File: src/rtl/multicycle_control.sv
// Purpose : main control FSM for the multi-cycle MIPS datapath (shared ALU, unified memory, register file).
// Latency : 3-5 cycles per instruction (2 for an illegal opcode) plus one cycle per mem_ready=0 cycle in a memory state.
// Backpress: memory strobes are held and the FSM stalls in FETCH/MEM_RD/MEM_WR until mem_ready; mem_ready is ignored elsewhere.
//
// Ports:
//   clk, rst          - single rising-edge clock, synchronous active-high reset
//   op[5:0]           - opcode from the instruction register
//   mem_ready         - memory completes the current access this cycle
//   mem_read/mem_write/iord          - memory strobes and address select (0 = PC, 1 = ALUOut)
//   ir_write/pc_write/pc_write_cond/branch_ne/pc_source[1:0] - IR and PC update controls
//   alu_src_a/alu_src_b[1:0]/zero_ext/alu_op[2:0]            - ALU operand and operation selects
//   reg_write/reg_dst/mem_to_reg     - register-file write controls
//   illegal_op        - one-cycle pulse in DECODE on an undefined opcode
//   state[3:0]        - current state (reads 0 while rst is high)

module multicycle_control (
    input  logic       clk,
    input  logic       rst,
    input  logic [5:0] op,
    input  logic       mem_ready,
    output logic       mem_read,
    output logic       mem_write,
    output logic       iord,
    output logic       ir_write,
    output logic       pc_write,
    output logic       pc_write_cond,
    output logic       branch_ne,
    output logic [1:0] pc_source,
    output logic       alu_src_a,
    output logic [1:0] alu_src_b,
    output logic       zero_ext,
    output logic [2:0] alu_op,
    output logic       reg_write,
    output logic       reg_dst,
    output logic       mem_to_reg,
    output logic       illegal_op,
    output logic [3:0] state
);

    // Opcodes
    localparam logic [5:0] OP_RTYPE = 6'b000000;
    localparam logic [5:0] OP_LW    = 6'b100011;
    localparam logic [5:0] OP_SW    = 6'b101011;
    localparam logic [5:0] OP_BEQ   = 6'b000100;
    localparam logic [5:0] OP_BNE   = 6'b000101;
    localparam logic [5:0] OP_ADDI  = 6'b001000;
    localparam logic [5:0] OP_ANDI  = 6'b001100;
    localparam logic [5:0] OP_ORI   = 6'b001101;
    localparam logic [5:0] OP_J     = 6'b000010;

    // ALU operation codes
    localparam logic [2:0] ALU_ADD   = 3'b000;
    localparam logic [2:0] ALU_SUB   = 3'b001;
    localparam logic [2:0] ALU_FUNCT = 3'b010;
    localparam logic [2:0] ALU_AND   = 3'b011;
    localparam logic [2:0] ALU_OR    = 3'b100;

    // ALU operand B selects
    localparam logic [1:0] SRCB_B     = 2'b00;
    localparam logic [1:0] SRCB_FOUR  = 2'b01;
    localparam logic [1:0] SRCB_IMM   = 2'b10;
    localparam logic [1:0] SRCB_IMMSH = 2'b11;

    // PC source selects
    localparam logic [1:0] PCSRC_ALU    = 2'b00;
    localparam logic [1:0] PCSRC_ALUOUT = 2'b01;
    localparam logic [1:0] PCSRC_JUMP   = 2'b10;

    // State encoding is visible on the state port, so the values are fixed.
    typedef enum logic [3:0] {
        S_FETCH    = 4'd0,
        S_DECODE   = 4'd1,
        S_MEM_ADDR = 4'd2,
        S_MEM_RD   = 4'd3,
        S_MEM_WB   = 4'd4,
        S_MEM_WR   = 4'd5,
        S_EXEC_R   = 4'd6,
        S_ALU_WB_R = 4'd7,
        S_BRANCH   = 4'd8,
        S_EXEC_I   = 4'd9,
        S_ALU_WB_I = 4'd10,
        S_JUMP     = 4'd11
    } state_t;

    state_t state_q;
    state_t state_d;

    // State register
    always_ff @(posedge clk) begin
        if (rst) begin
            state_q <= S_FETCH;
        end else begin
            state_q <= state_d;
        end
    end

    // While rst is high the state register may still hold a mid-instruction
    // state for this cycle; the port reads 0 so nothing downstream sees it.
    assign state = rst ? 4'd0 : state_q;

    // Next-state and output decode. Every output is gated by rst so that no
    // strobe (in particular a memory write) escapes in the reset cycle.
    always_comb begin
        state_d       = S_FETCH;
        mem_read      = 1'b0;
        mem_write     = 1'b0;
        iord          = 1'b0;
        ir_write      = 1'b0;
        pc_write      = 1'b0;
        pc_write_cond = 1'b0;
        branch_ne     = 1'b0;
        pc_source     = PCSRC_ALU;
        alu_src_a     = 1'b0;
        alu_src_b     = SRCB_B;
        zero_ext      = 1'b0;
        alu_op        = ALU_ADD;
        reg_write     = 1'b0;
        reg_dst       = 1'b0;
        mem_to_reg    = 1'b0;
        illegal_op    = 1'b0;

        if (!rst) begin
            case (state_q)
                S_FETCH: begin
                    // PC + 4 is computed every fetch cycle; the PC and IR
                    // only commit on the cycle the memory returns data.
                    mem_read  = 1'b1;
                    iord      = 1'b0;
                    alu_src_a = 1'b0;
                    alu_src_b = SRCB_FOUR;
                    alu_op    = ALU_ADD;
                    pc_source = PCSRC_ALU;
                    ir_write  = mem_ready;
                    pc_write  = mem_ready;
                    state_d   = mem_ready ? S_DECODE : S_FETCH;
                end

                S_DECODE: begin
                    // Speculative branch target into ALUOut.
                    alu_src_a = 1'b0;
                    alu_src_b = SRCB_IMMSH;
                    alu_op    = ALU_ADD;
                    case (op)
                        OP_LW, OP_SW:             state_d = S_MEM_ADDR;
                        OP_RTYPE:                 state_d = S_EXEC_R;
                        OP_BEQ, OP_BNE:           state_d = S_BRANCH;
                        OP_ADDI, OP_ANDI, OP_ORI: state_d = S_EXEC_I;
                        OP_J:                     state_d = S_JUMP;
                        default: begin
                            state_d    = S_FETCH;
                            illegal_op = 1'b1;
                        end
                    endcase
                end

                S_MEM_ADDR: begin
                    alu_src_a = 1'b1;
                    alu_src_b = SRCB_IMM;
                    alu_op    = ALU_ADD;
                    // Only lw and sw reach this state.
                    state_d   = (op == OP_LW) ? S_MEM_RD : S_MEM_WR;
                end

                S_MEM_RD: begin
                    mem_read = 1'b1;
                    iord     = 1'b1;
                    state_d  = mem_ready ? S_MEM_WB : S_MEM_RD;
                end

                S_MEM_WB: begin
                    reg_write  = 1'b1;
                    reg_dst    = 1'b0;
                    mem_to_reg = 1'b1;
                    state_d    = S_FETCH;
                end

                S_MEM_WR: begin
                    mem_write = 1'b1;
                    iord      = 1'b1;
                    state_d   = mem_ready ? S_FETCH : S_MEM_WR;
                end

                S_EXEC_R: begin
                    alu_src_a = 1'b1;
                    alu_src_b = SRCB_B;
                    alu_op    = ALU_FUNCT;
                    state_d   = S_ALU_WB_R;
                end

                S_ALU_WB_R: begin
                    reg_write  = 1'b1;
                    reg_dst    = 1'b1;
                    mem_to_reg = 1'b0;
                    state_d    = S_FETCH;
                end

                S_BRANCH: begin
                    // Compare A and B; the target computed in DECODE sits in ALUOut.
                    alu_src_a     = 1'b1;
                    alu_src_b     = SRCB_B;
                    alu_op        = ALU_SUB;
                    pc_source     = PCSRC_ALUOUT;
                    pc_write_cond = 1'b1;
                    branch_ne     = (op == OP_BNE);
                    state_d       = S_FETCH;
                end

                S_EXEC_I: begin
                    alu_src_a = 1'b1;
                    alu_src_b = SRCB_IMM;
                    case (op)
                        OP_ANDI: begin
                            alu_op   = ALU_AND;
                            zero_ext = 1'b1;
                        end
                        OP_ORI: begin
                            alu_op   = ALU_OR;
                            zero_ext = 1'b1;
                        end
                        default: begin
                            alu_op   = ALU_ADD;
                            zero_ext = 1'b0;
                        end
                    endcase
                    state_d = S_ALU_WB_I;
                end

                S_ALU_WB_I: begin
                    reg_write  = 1'b1;
                    reg_dst    = 1'b0;
                    mem_to_reg = 1'b0;
                    state_d    = S_FETCH;
                end

                S_JUMP: begin
                    pc_write  = 1'b1;
                    pc_source = PCSRC_JUMP;
                    state_d   = S_FETCH;
                end

                default: begin
                    // Encodings 12-15: all outputs stay 0, recover to FETCH.
                    state_d = S_FETCH;
                end
            endcase
        end
    end

endmodule

File: config.mk
export PLATFORM = sky130hd
export DESIGN_NAME = multicycle_control
export DESIGN_NICKNAME = d
export VERILOG_FILES = /design/src/rtl/multicycle_control.sv
export SDC_FILE = /design/constraint.sdc
export NUM_CORES = 1
export LEC_CHECK = 0
export ABC_AREA = 1
export BUFFER_PORTS_ARGS = -buffer_cell sky130_fd_sc_hd__buf_2
export CORE_MARGIN = 5
export CORE_UTILIZATION = 43
export DETAILED_ROUTE_END_ITERATION = 12
export GPL_ROUTABILITY_DRIVEN = 0
export PLACE_DENSITY = 0.88
export SYNTH_ARGS = -nofsm -noshare
export SYNTH_HDL_FRONTEND = slang
export SYNTH_SLANG_ARGS = --single-unit
File: constraint.sdc
create_clock -name clk -period 1.3 [get_ports clk]
set_clock_uncertainty 0.1 [all_clocks]
set_input_delay 0.195 -clock clk [delete_from_list [all_inputs] [get_ports clk]]
set_output_delay 0.195 -clock clk [all_outputs]
set_load 0.03 [all_outputs]
==> impl_metrics.json, run 1 <==
{
  "ys_seq_elements": 4,
  "firstError": "[ERROR DPL-0038] Utilization greater than 100%, impossible to legalize",
  "cts_resized": 79,
  "ys.flop_type": "dfxtp_1",
  "row_count": 13,
  "cts.path.max_buffers": 2,
  "dp_hpwl_um": 2320,
  "cts_sinks": 4,
  "synth-async-reset-ratio_pct": 0,
  "cts_root_buf": "clkbuf_4",
  "haltStage": "clock tree synthesis (4_1_cts)",
  "postCtsSetupBuffers": 8,
  "ctsHoldBuffers": 0,
  "yosysUniqueCellTypes": 25,
  "synth_edf_count": 0,
  "status": "did not finish",
  "avgSynthCellArea_um2": 5.50,
  "pin_count": 33,
  "initial_core_util_pct": 45.5,
  "syn_inst": 109,
  "synth_area_um2": 599,
  "h-tree-depth": 1,
  "port-buffer-count": 32,
  "syn-num-nets": 118,
  "yosysWarnings": 0,
  "cts_buffers": 3,
  "ys_seq_area_share_pct": 13.4,
  "die_w_um": 47.3,
  "die_height_um": 47.3
}
==> synth_stat cells (2+ instances only) <==
| cell | number | area (um^2) |
|---|---|---|
| a21oi_1 | 6 | 30.0 |
| nand3_1 | 11 | 55.1 |
| dfxtp_1 | 4 | 80.1 |
| inv_1 | 13 | 48.8 |
| nand2_1 | 16 | 60.1 |
| nor2_2 | 3 | 18.8 |
| nand2_2 | 2 | 12.5 |
| inv_2 | 5 | 18.8 |
| nand4_1 | 4 | 25.0 |
| nor2_1 | 25 | 93.8 |
| nor2_4 | 2 | 22.5 |
| a31oi_1 | 2 | 12.5 |
| nor3_1 | 4 | 20.0 |
==> cell families after synthesis <==
family | count (synthesis) | share of synthesized area, %
buf+inv | 21 | 14.0
flops | 4 | 13.4
simple gates | 70 | 57.6
compound gates | 14 | 15.0
==> stage by stage <==
| stage | std cells | TNS (ns) | hold slack [ns] | instance area (um^2) | setup WS [ns] |
|---|---|---|---|---|---|
| after floorplan | 109 | -3.76 | 0.305 | 739 | -0.491 |
| after global placement | 188 | -2.62 | 0.466 | 1160 | -0.230 |
| after detailed placement | 188 | -4.14 | 0.493 | 1160 | -0.316 |
==> run 2, diff against run 1 <==
--- a/config.mk
+++ b/config.mk
@@ -7,11 +7,11 @@
 export LEC_CHECK = 0
 export ABC_AREA = 1
 export BUFFER_PORTS_ARGS = -buffer_cell sky130_fd_sc_hd__buf_2
-export CORE_MARGIN = 5
-export CORE_UTILIZATION = 43
+export CORE_AREA = 5 5 66 68
 export DETAILED_ROUTE_END_ITERATION = 12
+export DIE_AREA = 0 0 71 73
 export GPL_ROUTABILITY_DRIVEN = 0
-export PLACE_DENSITY = 0.88
+export PLACE_DENSITY_LB_ADDON = 0.15
 export SYNTH_ARGS = -nofsm -noshare
 export SYNTH_HDL_FRONTEND = slang
 export SYNTH_SLANG_ARGS = --single-unit
==> impl_metrics.json, run 2 <==
{
  "status": "complete, but fails checks",
  "failed_checks": "negative setup slack",
  "initial_core_util_pct": 15.8,
  "crit_slowest_cell": "dfxtp_4",
  "finalSetupViolations": 25,
  "fp.dieArea_um2": 5180,
  "cp.required_ns": 1.00,
  "wire_per_inst_um": 11.6,
  "clkLatencyLatePin_ns": 0.22,
  "hp-class": "in -> reg",
  "syn_inst": 109,
  "finish.utilization_pct": 45.1,
  "grt_first_pass_wirelength_um": 4670,
  "ant_nets": 0,
  "largest_reg_flops": 4,
  "crit_buf_inv": 3,
  "cts.reportedPaths.clkPinSlew_ns": 0.03,
  "core_area_um2": 3800,
  "ys_top_cells_by_area": "nor2_1 (16%), dfxtp_1 (13%), nand2_1 (10%)",
  "diodes": 0,
  "p_leak_nw": 0.782,
  "reg_top3": "state_q: 4 flops",
  "port-buffer-count": 32,
  "dr_total_vias": 1021,
  "cts_root_buf": "clkbuf_8",
  "reg2reg_setup_slack_ns": -0.15,
  "cp-startpoint": "state_q[3]",
  "ys_seq_area_share_pct": 13.4,
  "top_register": "state_q",
  "max_freq_ghz": 0.606,
  "ys_seq_elements": 4,
  "worstSetupPathType": "reg -> out",
  "netlist.area_leader.share_pct": 15.7,
  "drtIter0Drc": 33,
  "place_area_um2": 1240,
  "synth_most_common_cell": "nor2_1",
  "period_share_pct": 127,
  "cp.arrival_ns": 1.36,
  "critPathCapture": "alu_op[0]",
  "overflow": 0,
  "layout_common_cells": "buf_4 (41), buf_6 (33), nor2_4 (17)",
  "area_growth_pct": 186,
  "hold_path_depth": 4,
  "synth_edf_count": 0,
  "die_height_um": 73,
  "drv_slew": 0,
  "die_w_um": 71,
  "avgSynthCellArea_um2": 5.50,
  "row_count": 23,
  "final_hold_viol_count": 0,
  "fin_ws_ns": -0.351,
  "relSlewSlack_pct": 80.1,
  "drv_cap": 0,
  "rr_endpoint": "state_q[0]",
  "crit_chain": "inv_4 -> nor2_4 -> nand2_4 -> nor3_4 -> inv_2 -> o21ai_4 -> buf_6",
  "cts_buffers": 3,
  "cts_sinks": 4,
  "worst_setup_path_start_kind": "flop",
  "slowest_delay_ns": 0.37,
  "syn-num-nets": 118,
  "rsz0062_at_grt": "true",
  "synth_area_um2": 599,
  "yosysWarnings": 0,
  "yosysUniqueCellTypes": 25,
  "finalPower_w": 0.000663,
  "track_usage_pct": 11.1,
  "yosysTopAreaCell": "nor2_1",
  "h-tree-depth": 1,
  "path_max_fanout": 4,
  "r2r-start": "state_q[3]",
  "ctsHoldBuffers": 0,
  "final_area_um2": 1710,
  "grt_pass1_vias": 1044,
  "synth.cells.most_frequent": "nor2_1 (25), nand2_1 (16), inv_1 (13)",
  "dp_hpwl_um": 2150,
  "cts_tree": "yes",
  "final_nets": 203,
  "first_pass_iters": 4,
  "grt_max_degree": 14,
  "timing.setup.tns_ns": -5.39,
  "finalWirelength_um": 2810,
  "cts.path.max_buffers": 2,
  "viasPerCell": 4.22,
  "cellPowerDensity_nw_per_um2": 387,
  "layout-drive-gt1-share_pct": 76.0,
  "pin_count": 33,
  "cp.depth": 7,
  "path_delay_family": "flip-flops",
  "ys.flop_type": "dfxtp_1",
  "antenna_found_initial": 0,
  "end_kind": "output pin",
  "tightestPinTransition_ns": 0.298,
  "reg2regPathDepth": 8,
  "layout_min_cycle_time_ns": 1.65,
  "fin_hold_ws_ns": 0.298,
  "layout_commonest_cell": "buf_4",
  "vdd_ir_drop_max_v": 0.000173,
  "drcViolationCount": 0,
  "synth-async-reset-ratio_pct": 0
}
## run 2: cell counts after synthesis
Identical to the previous run, type by type.
## run 2: worst min-delay path by stage
stage | slack (ns) | to | startpoint
6_report | 0.30 | state_q[0] | mem_ready
5_1_grt | 0.36 | state_q[0] | mem_ready
4_1_cts | 0.30 | state_q[0] | mem_ready
3_5_place_dp | 0.51 | state_q[0] | mem_ready
3_3_place_gp | 0.52 | state_q[0] | mem_ready
2_1_floorplan | 0.31 | state_q[2] | op[1]
## run 2: kinds of logic (layout without fill, tap and decap cells)
group                  after synthesis  after routing  share of synthesized area [%]
and+or+nand+nor                     70             70                           57.6
AOI/OAI and AO/OA                   14             14                           15.0
buffers and inverters               21            104                           14.0
DFF                                  4              4                           13.4
## run 2: per-stage QoR
stage / std cells / setup WS (ns)
after floorplan: 109 / -0.491
after global placement: 228 / -0.250
after detailed placement: 228 / -0.258
after CTS: 235 / -0.382
after global routing: 242 / -0.431
final: 242 / -0.351
## run 2: per-layer routing
layer  vias up  share of wire (%)  GRT usage, %
met5         -                  0             0
met4         0                2.1          5.43
met3         6                3.4          1.24
met2        26                 55          20.0
met1       471                 39          13.2
li1        518                  -             -
## run 2: worst reg2reg max path: cells and delay by family, from the launching register on
family | cells | cell delay, ns
AO/OA/AOI/OAI | 1 | 0.11
buffers and inverters | 3 | 0.44
flip-flops | 1 | 0.35
AND/OR/NAND/NOR | 4 | 0.38
## run 2: area by class of cell
class | instances | area (um^2)
sequential | 4 | 92.6
inverter | 18 | 80.1
fill | 396 | 2080
multi-input combinational | 84 | 698
clock buffer | 3 | 41.3
tap | 50 | 62.6
timing repair buffer | 83 | 739
## run 2: report_power, final
part / internal, W / switching, W / total [W]
Sequential: 0.000123 / 0.00000695 / 0.000130
Combinational: 0.000123 / 0.000151 / 0.000273
Clock: 0.000197 / 0.0000628 / 0.000260
## run 2: what timing repair did
item / CTS / global route
setup buffers: 4 / 10
resized for setup: 79 / 30
endpoints found under the setup margin: 28 / 28
pin swaps: 6 / 15
(Power assumes the default switching activity.)
